### config.mk
export PLATFORM = sky130hd
export DESIGN_NAME = ps2_host_tx
export DESIGN_NICKNAME = d
export VERILOG_FILES = /design/src/rtl/ps2_host_tx.sv
export SDC_FILE = /design/constraint.sdc
export NUM_CORES = 1
export LEC_CHECK = 0
export ABC_AREA = 1
export CAP_MARGIN = 20
export CELL_PAD_IN_SITES_DETAIL_PLACEMENT = 0
export CELL_PAD_IN_SITES_GLOBAL_PLACEMENT = 2
export CORE_ASPECT_RATIO = 1.1
export CORE_MARGIN = 2
export CORE_UTILIZATION = 34
export CTS_BUF_LIST = sky130_fd_sc_hd__clkbuf_16
export CTS_CLUSTER_SIZE = 12
export DETAILED_ROUTE_END_ITERATION = 10
export GPL_TIMING_DRIVEN = 0
export PLACE_DENSITY = 0.82
export SYNTH_ARGS = -nofsm -noshare
export SYNTH_HDL_FRONTEND = slang
export SYNTH_SLANG_ARGS = --single-unit
### constraint.sdc
create_clock -name clk -period 2 [get_ports clk]
set_input_delay 0.3 -clock clk [delete_from_list [all_inputs] [get_ports clk]]
set_output_delay 0.3 -clock clk [all_outputs]
set_load 0.02 [all_outputs]
### src/rtl/ps2_host_tx.sv
// Host-to-device PS/2 transmitter: inhibits the bus, issues a request-to-send and
// shifts one command byte out on the device-generated clock, then checks the ACK.
module ps2_host_tx #(
  parameter int INHIBIT_CYCLES = 10000,
  parameter int TIMEOUT_CYCLES = 2000000
) (
  input  logic       clk,
  input  logic       rst,
  input  logic       ps2_clk,
  input  logic       ps2_data,
  input  logic [7:0] tx_data,
  input  logic       tx_valid,
  output logic       tx_ready,
  output logic       tx_done,
  output logic       tx_error,
  output logic       busy,
  output logic       ps2_clk_oe,
  output logic       ps2_data_oe
);

  localparam int MAX_CYCLES = (TIMEOUT_CYCLES > INHIBIT_CYCLES) ? TIMEOUT_CYCLES : INHIBIT_CYCLES;
  localparam int CNT_W      = $clog2(MAX_CYCLES + 1);
  localparam logic [CNT_W-1:0] INHIBIT_LAST = CNT_W'(INHIBIT_CYCLES - 1);
  localparam logic [CNT_W-1:0] TIMEOUT_LAST = CNT_W'(TIMEOUT_CYCLES - 1);
  localparam logic [CNT_W-1:0] CNT_ZERO     = {CNT_W{1'b0}};
  localparam logic [CNT_W-1:0] CNT_ONE      = CNT_W'(1'b1);

  typedef enum logic [2:0] {
    ST_IDLE    = 3'd0,
    ST_INHIBIT = 3'd1,
    ST_REQ     = 3'd2,
    ST_SEND    = 3'd3,
    ST_ACK     = 3'd4,
    ST_RELEASE = 3'd5
  } state_t;

  function automatic logic odd_parity(input logic [7:0] d);
    return ~^d;
  endfunction

  state_t           state_r, state_nxt_s;
  logic [CNT_W-1:0] cnt_r, cnt_nxt_s;
  logic [3:0]       bit_cnt_r, bit_cnt_nxt_s;
  logic [9:0]       frame_r, frame_nxt_s;
  logic [2:0]       clk_sync_r, data_sync_r;
  logic             clk_oe_r, clk_oe_nxt_s;
  logic             data_oe_r, data_oe_nxt_s;
  logic             tx_ready_r, busy_r, tx_done_r, tx_error_r;
  logic             done_nxt_s, error_nxt_s;
  logic             fall_s, ack_low_s, bit_sel_s;

  assign fall_s    = ~clk_sync_r[1] & clk_sync_r[2];
  assign ack_low_s = ~data_sync_r[1];

  // Next state, counters and registered-output values for the transmit sequence.
  always_comb begin
    state_nxt_s   = state_r;
    cnt_nxt_s     = cnt_r;
    bit_cnt_nxt_s = bit_cnt_r;
    frame_nxt_s   = frame_r;
    clk_oe_nxt_s  = 1'b0;
    data_oe_nxt_s = 1'b0;
    done_nxt_s    = 1'b0;
    error_nxt_s   = 1'b0;
    if (bit_cnt_r < 4'd10) begin
      bit_sel_s = frame_r[bit_cnt_r];
    end else begin
      bit_sel_s = 1'b1;
    end
    case (state_r)
      ST_IDLE: begin
        if (tx_valid && tx_ready_r) begin
          state_nxt_s  = ST_INHIBIT;
          cnt_nxt_s    = CNT_ZERO;
          frame_nxt_s  = {1'b1, odd_parity(tx_data), tx_data};
          clk_oe_nxt_s = 1'b1;
        end else begin
          state_nxt_s = ST_IDLE;
        end
      end
      ST_INHIBIT: begin
        clk_oe_nxt_s = 1'b1;
        if (cnt_r == INHIBIT_LAST) begin
          state_nxt_s   = ST_REQ;
          data_oe_nxt_s = 1'b1;
        end else begin
          cnt_nxt_s = cnt_r + CNT_ONE;
        end
      end
      ST_REQ: begin
        state_nxt_s   = ST_SEND;
        cnt_nxt_s     = CNT_ZERO;
        bit_cnt_nxt_s = 4'd0;
        data_oe_nxt_s = 1'b1;
      end
      ST_SEND: begin
        data_oe_nxt_s = data_oe_r;
        if (fall_s) begin
          cnt_nxt_s     = CNT_ZERO;
          data_oe_nxt_s = ~bit_sel_s;
          bit_cnt_nxt_s = (bit_cnt_r == 4'd10) ? 4'd10 : bit_cnt_r + 4'd1;
          if (bit_cnt_r == 4'd9) begin
            state_nxt_s = ST_ACK;
          end else begin
            state_nxt_s = ST_SEND;
          end
        end else if (cnt_r == TIMEOUT_LAST) begin
          error_nxt_s   = 1'b1;
          data_oe_nxt_s = 1'b0;
          state_nxt_s   = ST_IDLE;
        end else begin
          cnt_nxt_s = cnt_r + CNT_ONE;
        end
      end
      ST_ACK: begin
        if (fall_s) begin
          done_nxt_s  = ack_low_s;
          error_nxt_s = ~ack_low_s;
          cnt_nxt_s   = CNT_ZERO;
          state_nxt_s = ST_RELEASE;
        end else if (cnt_r == TIMEOUT_LAST) begin
          error_nxt_s = 1'b1;
          state_nxt_s = ST_IDLE;
        end else begin
          cnt_nxt_s = cnt_r + CNT_ONE;
        end
      end
      ST_RELEASE: begin
        // Wait for the device to let go of both lines before accepting again.
        if (clk_sync_r[2] && data_sync_r[2]) begin
          state_nxt_s = ST_IDLE;
        end else begin
          state_nxt_s = ST_RELEASE;
        end
      end
      default: begin
        state_nxt_s = ST_IDLE;
      end
    endcase
  end

  // State, synchronisers and registered outputs; reset releases the pads at once.
  always_ff @(posedge clk or posedge rst) begin
    if (rst) begin
      state_r     <= ST_IDLE;
      cnt_r       <= CNT_ZERO;
      bit_cnt_r   <= 4'd0;
      frame_r     <= 10'd0;
      clk_sync_r  <= 3'b111;
      data_sync_r <= 3'b111;
      clk_oe_r    <= 1'b0;
      data_oe_r   <= 1'b0;
      tx_ready_r  <= 1'b1;
      busy_r      <= 1'b0;
      tx_done_r   <= 1'b0;
      tx_error_r  <= 1'b0;
    end else begin
      state_r     <= state_nxt_s;
      cnt_r       <= cnt_nxt_s;
      bit_cnt_r   <= bit_cnt_nxt_s;
      frame_r     <= frame_nxt_s;
      clk_sync_r  <= {clk_sync_r[1:0], ps2_clk};
      data_sync_r <= {data_sync_r[1:0], ps2_data};
      clk_oe_r    <= clk_oe_nxt_s;
      data_oe_r   <= data_oe_nxt_s;
      tx_ready_r  <= (state_nxt_s == ST_IDLE);
      busy_r      <= (state_nxt_s != ST_IDLE);
      tx_done_r   <= done_nxt_s;
      tx_error_r  <= error_nxt_s;
    end
  end

  assign tx_ready    = tx_ready_r;
  assign busy        = busy_r;
  assign tx_done     = tx_done_r;
  assign tx_error    = tx_error_r;
  assign ps2_clk_oe  = clk_oe_r;
  assign ps2_data_oe = data_oe_r;

endmodule

Word-level counts from Yosys, hierarchy flattened
Cells that the tools add are included.

storage, ports and cells
  flip-flop bits (word level) = 50
  latch bits = 0
  memory bits (writable) = 0
  ROM bits = 0
  bits of input ports = 13
  output and inout port bits = 6
  memories = 0

cells by class
  $add $sub $neg = 2
  $mul = 0
  divide/modulo/power cells = 0
  $lt $le $gt $ge = 2
  equality and inequality tests = 14
  shift-type cells = 0
  multiplexer cells = 31
  bitwise gates (word level) = 4
  reduce and logical (&&, ||, !) cells = 12

operators with widths
  kind                   count
  $mux 21                4
  $pmux 21 s4            1
  $add 21x1->21 const B  1
  $eq 21x14->1 const B   1
  $eq 21x21->1 const B   1
  $mux 3                 6
  $pmux 3 s6             1
  $mux 1                 12
  $eq 4x4->1 const B     2
  $mux 4                 2
  $pmux 4 s2             1
  $reduce_xnor 8->1      1
  $eq 3x2->1 const B     2
  $eq 3x3->1 const B     2
  $logic_not 3->1        2
  $ne 2x2->1 const B     3
  $ne 3x3->1 const B     2
  $lt 4x5->1 const B     1
  $add 4x1->4 const B    1
  $bmux 1 s4             1
  $lt 4x4->1 const B     1
  $pmux 1 s2             2
  $reduce_and 2->1       2
  $reduce_and 4->1       1
  9 further kinds        12

Longest topological paths before layout
Gate-level depths: netlist of run 1.

  depth after elaboration = 6
  gate-level depth with buffers = 12

Least setup slack after synthesis of run 1
OpenSTA, ideal clock, no wires.

  kind = register -> register
  start = register cnt_r[0]
  end = register cnt_r[3]
  library setup time = 123 ps
  arrival = 1550 ps
  path slack = 327 ps
  stages on the path, launching flop included = 10
  buffers on the path = 1
  clock period less this slack = 1673 ps
  cells stage by stage = dfrtp_1 ha_1 nand3_2 nor2_2 nand3_2 o21bai_4 nor2_4 buf_6 o21ai_0 nand2_1

on the way
  cells in the longest elaborated chain, start to end = 4
  elaborated cells on any way between the ends = 10
  classes of those cells = 1 x add/sub; 4 x eq/ne; 4 x mux; 1 x reduce/logical

ends and longest elaborated chain
  item                    line          RTL
  start, declared         42            logic [CNT_W-1:0] cnt_r, cnt_nxt_s;
  start signal, assigned  159           cnt_r <= cnt_nxt_s;
  $add 21x1->21           87, 112, 125
  $mux 21                 107, 121
  $mux 21                 98            if (fall_s) begin
  $pmux 21 s4             70            case (state_r)

Several ways; a longest one is shown, not always the timed one. The select of a mux whose other input is x is not followed.
A chain may end at the register's enable or synchronous reset.

Final worst setup path of run 1
  start = register cnt_r[0]
  end = register busy_r (netlist: busy)

on the way
  cells in the longest elaborated chain, start to end = 5
  elaborated cells on any way between the ends = 8
  classes of those cells = 2 x eq/ne; 5 x mux; 1 x reduce/logical

ends and longest elaborated chain
  item                              line      RTL
  $eq 21x21->1                      107, 121
  $mux 3                            107, 121
  $mux 3, on equally long branches  116, 98
  $pmux 3 s6 *                      70
  via state_nxt_s[1]                41        state_t state_r, state_nxt_s;
  $reduce_bool 3->1 *               167       busy_r <= (state_nxt_s != ST_IDLE);
  end signal, assigned              167
  end, declared                     48        logic tx_ready_r, busy_r, tx_done_r, tx_error_r;

Mark *: on every way through the listed nets, which the timed path passes. The rest lies on a longest branch.

==> results of run 1 <==
-- worst paths after layout --
kind / start / to / slack (ns)
max in group asynchronous: rst / tx_ready$_DFF_PP1_ / 1.09
min in group clk: data_sync_r[0]$_DFF_PP1_ / data_sync_r[1]$_DFF_PP1_ / 0.36
max reg2reg: cnt_r[0]$_DFFE_PP0P_ / busy$_DFF_PP0_ / 0.14
min: rst / tx_done$_DFF_PP0_ / 0.33
min reg2reg: data_sync_r[0]$_DFF_PP1_ / data_sync_r[1]$_DFF_PP1_ / 0.36
max: cnt_r[0]$_DFFE_PP0P_ / busy$_DFF_PP0_ / 0.14
-- final cells by class --
type	count	area, um2	area share, %
buffer	7	57.6	1.55
clock buffer	5	125	3.38
clock inverter	3	41.3	1.11
inverter	43	166	4.49
multi-input combinational	349	1710	46.2
sequential	50	1260	34.0
tap	114	143	3.85
timing repair buffer	19	200	5.40
-- flip-flops by register name, summed over array words and instances (netlist names) --
signal       cells
data_sync_r      3
clk_sync_r       3
ps2_clk_oe       1
tx_error         1
cnt_r           21
busy             1
bit_cnt_r        4
ps2_data_oe      1
tx_done          1
tx_ready         1
state_r          3
frame_r         10
-- power groups by stage --
stage / clock network (W) / registers (W) / logic [W]
finish: 0.000966 / 0.00103 / 0.0000943
CTS: 0.00101 / 0.00102 / 0.0000970
detailed placement: 0 / 0.00104 / 0.0000960
global placement: 0 / 0.00104 / 0.0000910
global route: 0.00105 / 0.00103 / 0.000105
floorplan: 0 / 0.00104 / 0.0000492
-- layer usage --
layer  routed length [um]  track usage, %  vias up
li1                     -               -     1497
met2                 4090            29.1       35
met5                    0               0        -
met3                  201            3.32       11
met4                  142            4.39        0
met1                 3870            23.5     1388
-- cell usage in the layout (no fill, tap or decap), types with 2 or more instances in the layout --
| cell | Yosys | routed |
|---|---|---|
| nand2_2 | 2 | 2 |
| buf_6 | 4 | 4 |
| dfstp_2 | 7 | 7 |
| dfrtp_1 | 43 | 42 |
| xnor2_1 | 6 | 6 |
| clkbuf_1 | 3 | 2 |
| clkbuf_16 | 0 | 5 |
| xor2_1 | 10 | 10 |
| nor3_1 | 10 | 10 |
| inv_2 | 7 | 8 |
| nor2_1 | 60 | 60 |
| a21oi_1 | 9 | 9 |
| nand3_1 | 44 | 44 |
| o22ai_1 | 2 | 2 |
| o211ai_1 | 2 | 2 |
| clkdlybuf4s50_1 | 0 | 18 |
| nor2_4 | 6 | 7 |
| ha_1 | 4 | 3 |
| clkinv_1 | 4 | 2 |
| nand2_1 | 149 | 149 |
| inv_1 | 32 | 32 |
| o21ai_0 | 22 | 22 |
| clkinvlp_4 | 0 | 2 |
| nand4_1 | 11 | 11 |
-- metrics by stage --
stage / hold slack, ns / setup slack [ns] / util, %
final: 0.331 / 0.144 / 41.3
after global routing: 0.353 / 0.0134 / 41.3
after CTS: 0.342 / 0.0163 / 41.1
after detailed placement: 0.348 / -0.213 / 39.1
after global placement: 0.347 / -0.544 / 38.9
after floorplan: 0.304 / 0.327 / -
-- cells by family after synthesis --
family          after synthesis  share of synthesized area [%]
flops                        50                           39.8
xor+xnor                     16                           4.43
compound gates               39                           7.08
fa+ha+maj                     4                           1.58
buf+inv                      50                           6.88
simple gates                290                           40.2
-- repair_timing --
action,in CTS,in global routing
hold buffers,0,0
setup endpoints to repair,24,21
cloned,0,0
endpoints found under the hold margin,0,0
resized for setup,5,3
==> run metrics, run 1 <==
# diodes 0; Top cell by count, worst path nor2_1; vias per cell 4.97; chip height 105 um; cell area power density 563 nW/um2; Initial Util 35.3%; Clock Path Buffers 2; EDFF count, synth 0; Synth top area share 34.0%; Layout area overhead 17.1%; global-route wire length before repair 13800 um; Slew Viols, Final 0; initial antenna violation count 0; slowest stage delay, CP 0.47 ns; endpoints failing setup 0; fillers 926; clock share of power 46.3%; Crit Path Max Fanout 7; Total Wirelength 8310 um; Synth async-reset ratio 100%; Synth Area per Inst 7.05 um2; number of I/O pins 19; post-DP HPWL 6240 um; setup repair after global routing missed its margin no; number of distinct library cells after synthesis 31; 1st-pass router iterations 4; total core area 8960 um2; later-pin clock latency in the skew report 0.29 ns; Fin. Hold Viols 0; Flop pwr share 49.2%; Die X 96.0 um; CTS tree done; Synth top cells by count nand2_1 (149), nor2_1 (60), nand3_1 (44); Synth area leaders dfrtp_1 (34%), nand2_1 (18%), nor2_1 (7.1%); share of cells above drive strength 1 10.1%; Bufs and invs on worst path 1; cell leakage power 1.73 nW; Comb power frac 4.5%; die area 10100 um2; GRT Total Usage 17.6%; Levels on crit path 10; Layout Nets 492; Synth area leader dfrtp_1; fmax 539 MHz; Total Power 0.00208 W; CP arrival 2.04 ns; Yosys reg bits 50; vias in the first global route 2778; Layout Skew 0.00330 ns; Area after DPL 3510 um2; switch share 20.8%; Max-cap violations 0; synthesized cell area 3160 um2; Mapped Cells 449; slowest CP cell dfrtp_2; Via Count 2931; non-filler cells, final 590; worst vdd ir 0.000270 V; DRC Markers 0; post-CTS setup buffer count 0; Slew Limit Headroom 59.5%; status completed; H-tree Lvls 2; Critical Path Start Type register; crit path kind register to register; switching pwr 0.000434 W; Worst Hold Class input port to async pin; Primary FF master, synth dfrtp_1; Worst EP required 2.18 ns; routed len/inst 14.1 um; Internal Pwr Total 0.00165 W; Final period util 92.8%; gpl congestion 0.857; largest net degree at the start of global routing 34; remaining antenna violation count 0; CP Capture Type register; crit-path cells ha_4 > nand3_4 > nor2_1 > nand3_1 > nand2_1 > nor2_1 > nor2_1 > inv_1 > nor2_1 > nand2_1; CTS sink cnt 50; num rows 36; initial DRC count 121; Clk Tree Root Cell clkbuf_16; CTS Buf Count 5; global route overflow 0; Worst-Margin Slew 0.607 ns; Fin Setup TNS 0 ns; post-synthesis sequential area ratio 39.8%; min Tclk post-route 1.86 ns; cell area after layout 3710 um2; I/O Buffers 18; most frequent cell after synthesis nand2_1; Worst R2R Path Depth 10; placed cell count 582; syn nets 466; Top delay family on crit path simple AND/OR/NAND/NOR gates; synth warn 0; Clock Pin Slew Worst Setup and Hold Paths 0.07 ns
Note: power is estimated with default switching activity, not from simulation.
==> run 2, diff against run 1 <==
--- a/config.mk
+++ b/config.mk
@@ -6,7 +6,6 @@
 export NUM_CORES = 1
 export LEC_CHECK = 0
 export ABC_AREA = 1
-export CAP_MARGIN = 20
 export CELL_PAD_IN_SITES_DETAIL_PLACEMENT = 0
 export CELL_PAD_IN_SITES_GLOBAL_PLACEMENT = 2
 export CORE_ASPECT_RATIO = 1.1
==> constraint.sdc (replaced) <==
create_clock -name clk -period 2 [get_ports clk]
set_input_delay 0.3 -clock clk [delete_from_list [all_inputs] [get_ports clk]]
set_output_delay 0.3 -clock clk [all_outputs]
set_load 0.1 [all_outputs]
==> run 2 against run 1 <==
Against the previous run: worst setup slack got worse by 0.078 ns; global-route usage barely moved; flip-flop and latch count stayed put; largest cell class unchanged.
==> run metrics, run 2 (synthesized netlist as in run 1, its figures left out) <==
endpoints failing setup 0; largest net degree at the start of global routing 34; Worst R2R End busy$_DFF_PP0_; global route overflow 0; routed len/inst 14.1 um; chip height 105 um; CTS Buf Count 5; Max-cap violations 0; worst vdd ir 0.000270 V; min Tclk post-route 1.93 ns; slowest stage delay, CP 0.82 ns; placed cell count 582; Worst R2R Path Depth 10; global-route wire length before repair 13800 um; Worst Hold Class input port to async pin; Worst EP required 1.70 ns; Slew Viols, Final 0; die area 10100 um2; worst setup margin 0.0656 ns; Clk Tree Root Cell clkbuf_16; crit-path cells clkdlybuf4s15_1; initial DRC count 123; CP Capture Type primary output; # diodes 0; GRT Total Usage 17.6%; Top delay family on crit path buffers and inverters; share of cells above drive strength 1 10.1%; Initial Util 35.3%; Largest regs cnt_r: 21 flops, frame_r: 10 flops, bit_cnt_r: 4 flops; vias per cell 4.96; remaining antenna violation count 0; post-DP HPWL 6240 um; Layout area overhead 16.9%; CTS sink cnt 50; cell leakage power 1.74 nW; commonest non-fill, non-tap cell in the layout nand2_1; I/O Buffers 18; Fin. Hold Viols 0; later-pin clock latency in the skew report 0.29 ns; post-CTS setup buffer count 0; Clock Path Buffers 2; Die X 96.0 um; non-filler cells, final 590; num rows 36; Final period util 96.7%; max reg flops 21; Bufs and invs on worst path 1; Critical Path Start Type register; H-tree Lvls 2; most flop-heavy register cnt_r; CTS tree done; Fin Setup TNS 0 ns; Crit Path Max Fanout 2; gpl congestion 0.857; Min Hold Slack 0.331 ns; Total Power 0.00208 W; slowest CP cell clkdlybuf4s15_1; Placement Setup Slack -0.213 ns; total core area 8960 um2; RR Startpoint cnt_r[0]$_DFFE_PP0P_; Via Count 2929; number of I/O pins 19; vias in the first global route 2771; setup repair after global routing missed its margin no; DRC Markers 0; Layout Nets 492; commonest non-fill, non-tap cells in the layout nand2_1 (149), nor2_1 (60), nand3_1 (44); status completed; cell area power density 564 nW/um2; Total Wirelength 8300 um; initial antenna violation count 0; Clock Pin Slew Worst Setup and Hold Paths 0.07 ns; r2r setup slk 0.14 ns; Layout Skew 0.00330 ns; fmax 517 MHz; 1st-pass router iterations 4; crit path kind register to primary output; CP arrival 1.63 ns; Worst-Margin Slew 0.965 ns; Slew Limit Headroom 35.9%
[run 2: cell types whose count changed in the layout (fill, tap and decap cells not counted), sizes merged]
cell / change
clkdlybuf4s15: +1
clkdlybuf4s50: -6
dlygate4sd2: +5
[run 2: worst max path at each step]
stage / to / start / cells past startpoint / slack [ns]
floorplan: cnt_r[14]$_DFFE_PP0P_ / tx_ready$_DFF_PP1_ / 9 / 0.25
global placement: cnt_r[20]$_DFFE_PP0P_ / rst / 2 / -0.54
detailed placement: cnt_r[3]$_DFFE_PP0P_ / cnt_r[0]$_DFFE_PP0P_ / 9 / -0.21
CTS: cnt_r[3]$_DFFE_PP0P_ / cnt_r[0]$_DFFE_PP0P_ / 9 / 0.02
global route: cnt_r[4]$_DFFE_PP0P_ / cnt_r[0]$_DFFE_PP0P_ / 9 / 0.01
finish: tx_ready / tx_ready$_DFF_PP1_ / 1 / 0.07
[run 2: metal layers]
layer  part of all wire [%]  vias to the layer above  global-route usage (%)
met1                     46                     1381                    23.4
met2                     49                       40                    29.1
met4                    1.7                        0                    4.39
li1                       -                     1497                       -
met5                      0                        -                       0
met3                    2.6                       11                    3.32
[run 2: final cells by class]
type / count / area, um2
Timing Repair Buffer: 19 / 194
Tap cell: 114 / 143
Clock inverter: 3 / 41.3
Inverter: 43 / 166
Fill cell: 927 / 5260
Sequential cell: 50 / 1260
Buffer: 7 / 57.6
Multi-Input combinational cell: 349 / 1710
Clock buffer: 5 / 125
[run 2: what timing repair did]
| item | 4_1_cts | 5_1_grt |
|---|---|---|
| hold buffers | 0 | 0 |
| endpoints found under the setup margin | 30 | 22 |
| resized for setup | 11 | 4 |
[run 2: worst reg2reg max path: cells and delay by family (launching register included)]
| kind | cells | cell delay [ns] |
|---|---|---|
| adders and majority gates | 1 | 0.21 |
| DFF | 1 | 0.47 |
| buffers and inverters | 1 | 0.08 |
| and+or+nand+nor | 8 | 0.99 |
[run 2: where the power goes]
part           internal (W)  switching (W)  total [W]
logic             0.0000433      0.0000511  0.0000944
registers           0.00102     0.00000327    0.00103
clock network      0.000586       0.000379   0.000966
total               0.00165       0.000434    0.00208
[run 2: metrics by stage]
stage,util [%],area [um2]
global placement,38.9,3490
floorplan,-,3160
CTS,41.1,3680
detailed placement,39.1,3510
global route,41.3,3700
finish,41.3,3700
==> variant (settings of run 1) <==
The output `tx_error` loses its register stage (`tx_error_r` becomes a continuous assignment).
--- a/src/rtl/ps2_host_tx.sv
+++ b/src/rtl/ps2_host_tx.sv
@@ -153,7 +153,6 @@
       tx_ready_r  <= 1'b1;
       busy_r      <= 1'b0;
       tx_done_r   <= 1'b0;
-      tx_error_r  <= 1'b0;
     end else begin
       state_r     <= state_nxt_s;
       cnt_r       <= cnt_nxt_s;
@@ -166,9 +165,10 @@
       tx_ready_r  <= (state_nxt_s == ST_IDLE);
       busy_r      <= (state_nxt_s != ST_IDLE);
       tx_done_r   <= done_nxt_s;
-      tx_error_r  <= error_nxt_s;
     end
   end
+
+  assign tx_error_r = error_nxt_s;
 
   assign tx_ready    = tx_ready_r;
   assign busy        = busy_r;
Check against the original RTL: no difference found for any inputs over 10 cycles, from zero or initial values and one cycle with rst high; that may be too few to reach the edited logic, so the function may still have changed.
==> variant against run 1 <==
Final area is 1.9% higher; worst setup slack worse by 65 ps; critical path type is now flop to primary output; largest cell class unchanged; critical endpoint is now tx_error; sequential cell count is 1 lower; maximum frequency is 3.4% lower; combinational power is 5.9% higher; utilization is 1.0 points higher; wire length is 1.1% higher; total power is 0.40% lower; area after synthesis is 0.79% lower.
==> variant: results (changes against run 1) <==
INFO  metric hpwlAfterDp = 6260 um (was 6238 um)
INFO  metric status = finished clean (unchanged)
INFO  metric synth-main-ff-cell = dfrtp_1 (unchanged)
INFO  metric worst_ir_drop_vdd = 0.3638 mV (was 0.2697 mV)
INFO  metric globalRouteMet1Util = 23.51% (was 23.49%)
INFO  metric worstPathMaxFanout = 9 (was 7)
INFO  metric drive_above_1_share = 14.55% (was 10.08%)
INFO  metric use_met3 = 2.596% (was 3.317%)
INFO  metric grt_first_pass_wirelength = 14010 um (was 13840 um)
INFO  metric place.gp.congestion = 0.8364 (was 0.8568)
INFO  metric startpoint = clk_sync_r[2] (was cnt_r[0])
INFO  metric static-leakage-power = 1.745 nW (was 1.730 nW)
INFO  metric grt.met2_usage = 31.12% (was 29.12%)
INFO  metric num_vias = 2910 (was 2931)
INFO  metric drt-pass1-iter-count = 5 (was 4)
INFO  metric groute.usage.overall = 18.01% (was 17.64%)
INFO  metric place_inst = 581 (was 582)
INFO  metric synth.net_count = 465 (was 466)
INFO  metric drt_wl_total = 8400 um (was 8306 um)
INFO  metric holdCritStartpoint = clk_sync_r[0]
INFO  metric netlist_instances = 448 (was 449)
INFO  metric critical_path.slowest_cell = dfstp_2 (was dfrtp_2)
INFO  metric worst_r2r_endpoint = cnt_r[17] (was busy)
INFO  metric detailedPlace.worstSlack = -741.0 ps (was -213.3 ps)
INFO  metric clk_path_buf_depth = 2 (unchanged)
INFO  metric dr.first_iter.drc_count = 131 (was 121)
INFO  metric first_global_vias = 2806 (was 2778)
INFO  metric drt-wirelength-per-cell = 14.12 um (was 14.08 um)
INFO  metric synth_area_leaders = dfrtp_1 (33%), nand2_1 (18%), nor2_1 (7.2%) (was dfrtp_1 (34%), nand2_1 (18%), nor2_1 (7.1%))
INFO  metric grt_max_degree = 28 (was 34)
INFO  metric worst_hold_path_type = flop to flop (was primary input to async pin)
INFO  metric finalNetCount = 497 (was 492)
INFO  metric arrival = 1620 ps (was 2040 ps)
INFO  metric hold_ws = 356.5 ps (was 331.3 ps)
INFO  metric worst_pin_slew = 687.3 ps (was 606.9 ps)
INFO  metric synth_seq_area_share = 39.34% (was 39.82%)
INFO  metric clock_skew = 7.447 ps (was 3.301 ps)
INFO  metric crit-reg2reg-launch = state_r[1] (was cnt_r[0])
INFO  metric ys_top_cells_by_count = nand2_1 (149), nor2_1 (60), nand3_1 (44), dfrtp_1 (42), inv_1 (32) (was nand2_1 (149), nor2_1 (60), nand3_1 (44), dfrtp_1 (43), inv_1 (32))
[variant: cell types whose count changed after synthesis]
| cell | delta |
|---|---|
| dfrtp_1 | -1 |
[variant: final cells by class]
class | count | area, um2
Clock buffer | 5 | 125.1
Timing Repair Buffer | 25 | 246.5
Inverter | 43 | 170.2
Fill cell | 947 | 5141
Clock inverter | 3 | 38.79
Buffer | 7 | 67.56
Sequential cell | 49 | 1246
Multi-Input combinational cell | 349 | 1740
Tap cell | 114 | 142.6
[variant: worst max path at each step]
stage,end,slack [ps],cells after the start
after floorplan,tx_error,100,5
after global placement,tx_error,-760,6
after detailed placement,tx_error,-740,6
after CTS,tx_error,0.05,5
after global routing,cnt_r[4],4,10
final,tx_error,80,7
[variant: per-layer routing]
| metal | part of all wire [%] | vias up |
|---|---|---|
| met1 | 47 | 1368 |
| met5 | 0 | - |
| li1 | - | 1504 |
| met2 | 50 | 33 |
| met4 | 0.99 | 0 |
| met3 | 2.2 | 5 |
[variant: repair_timing]
| action | CTS | global route |
|---|---|---|
| setup buffers | 5 | 1 |
| setup endpoints to repair | 28 | 8 |
| hold buffers | 0 | 0 |
| gates resized for setup | 17 | 17 |
| pin swaps | 2 | 1 |
[variant: cells by family after synthesis]
logic type / count (synthesis) / synth area share (%)
AOI/OAI and AO/OA: 39 / 7.134
adders and majority gates: 4 / 1.594
DFF: 49 / 39.34
and+or+nand+nor: 290 / 40.53
xor gates and xnor gates: 16 / 4.464
buffers and inverters: 50 / 6.935
[variant: power by group]
group          total [mW]  internal, mW  switching [mW]
combinational      0.0999        0.0476          0.0524
clock               0.972         0.585           0.388
sequential           1.00          1.00         0.00314
[variant: worst max-delay path: cells and delay by family, from the launching register on]
family / cells / cell delay [ps]
compound gates: 2 / 190
buf+inv: 3 / 390
flops: 1 / 530
simple gates: 2 / 220
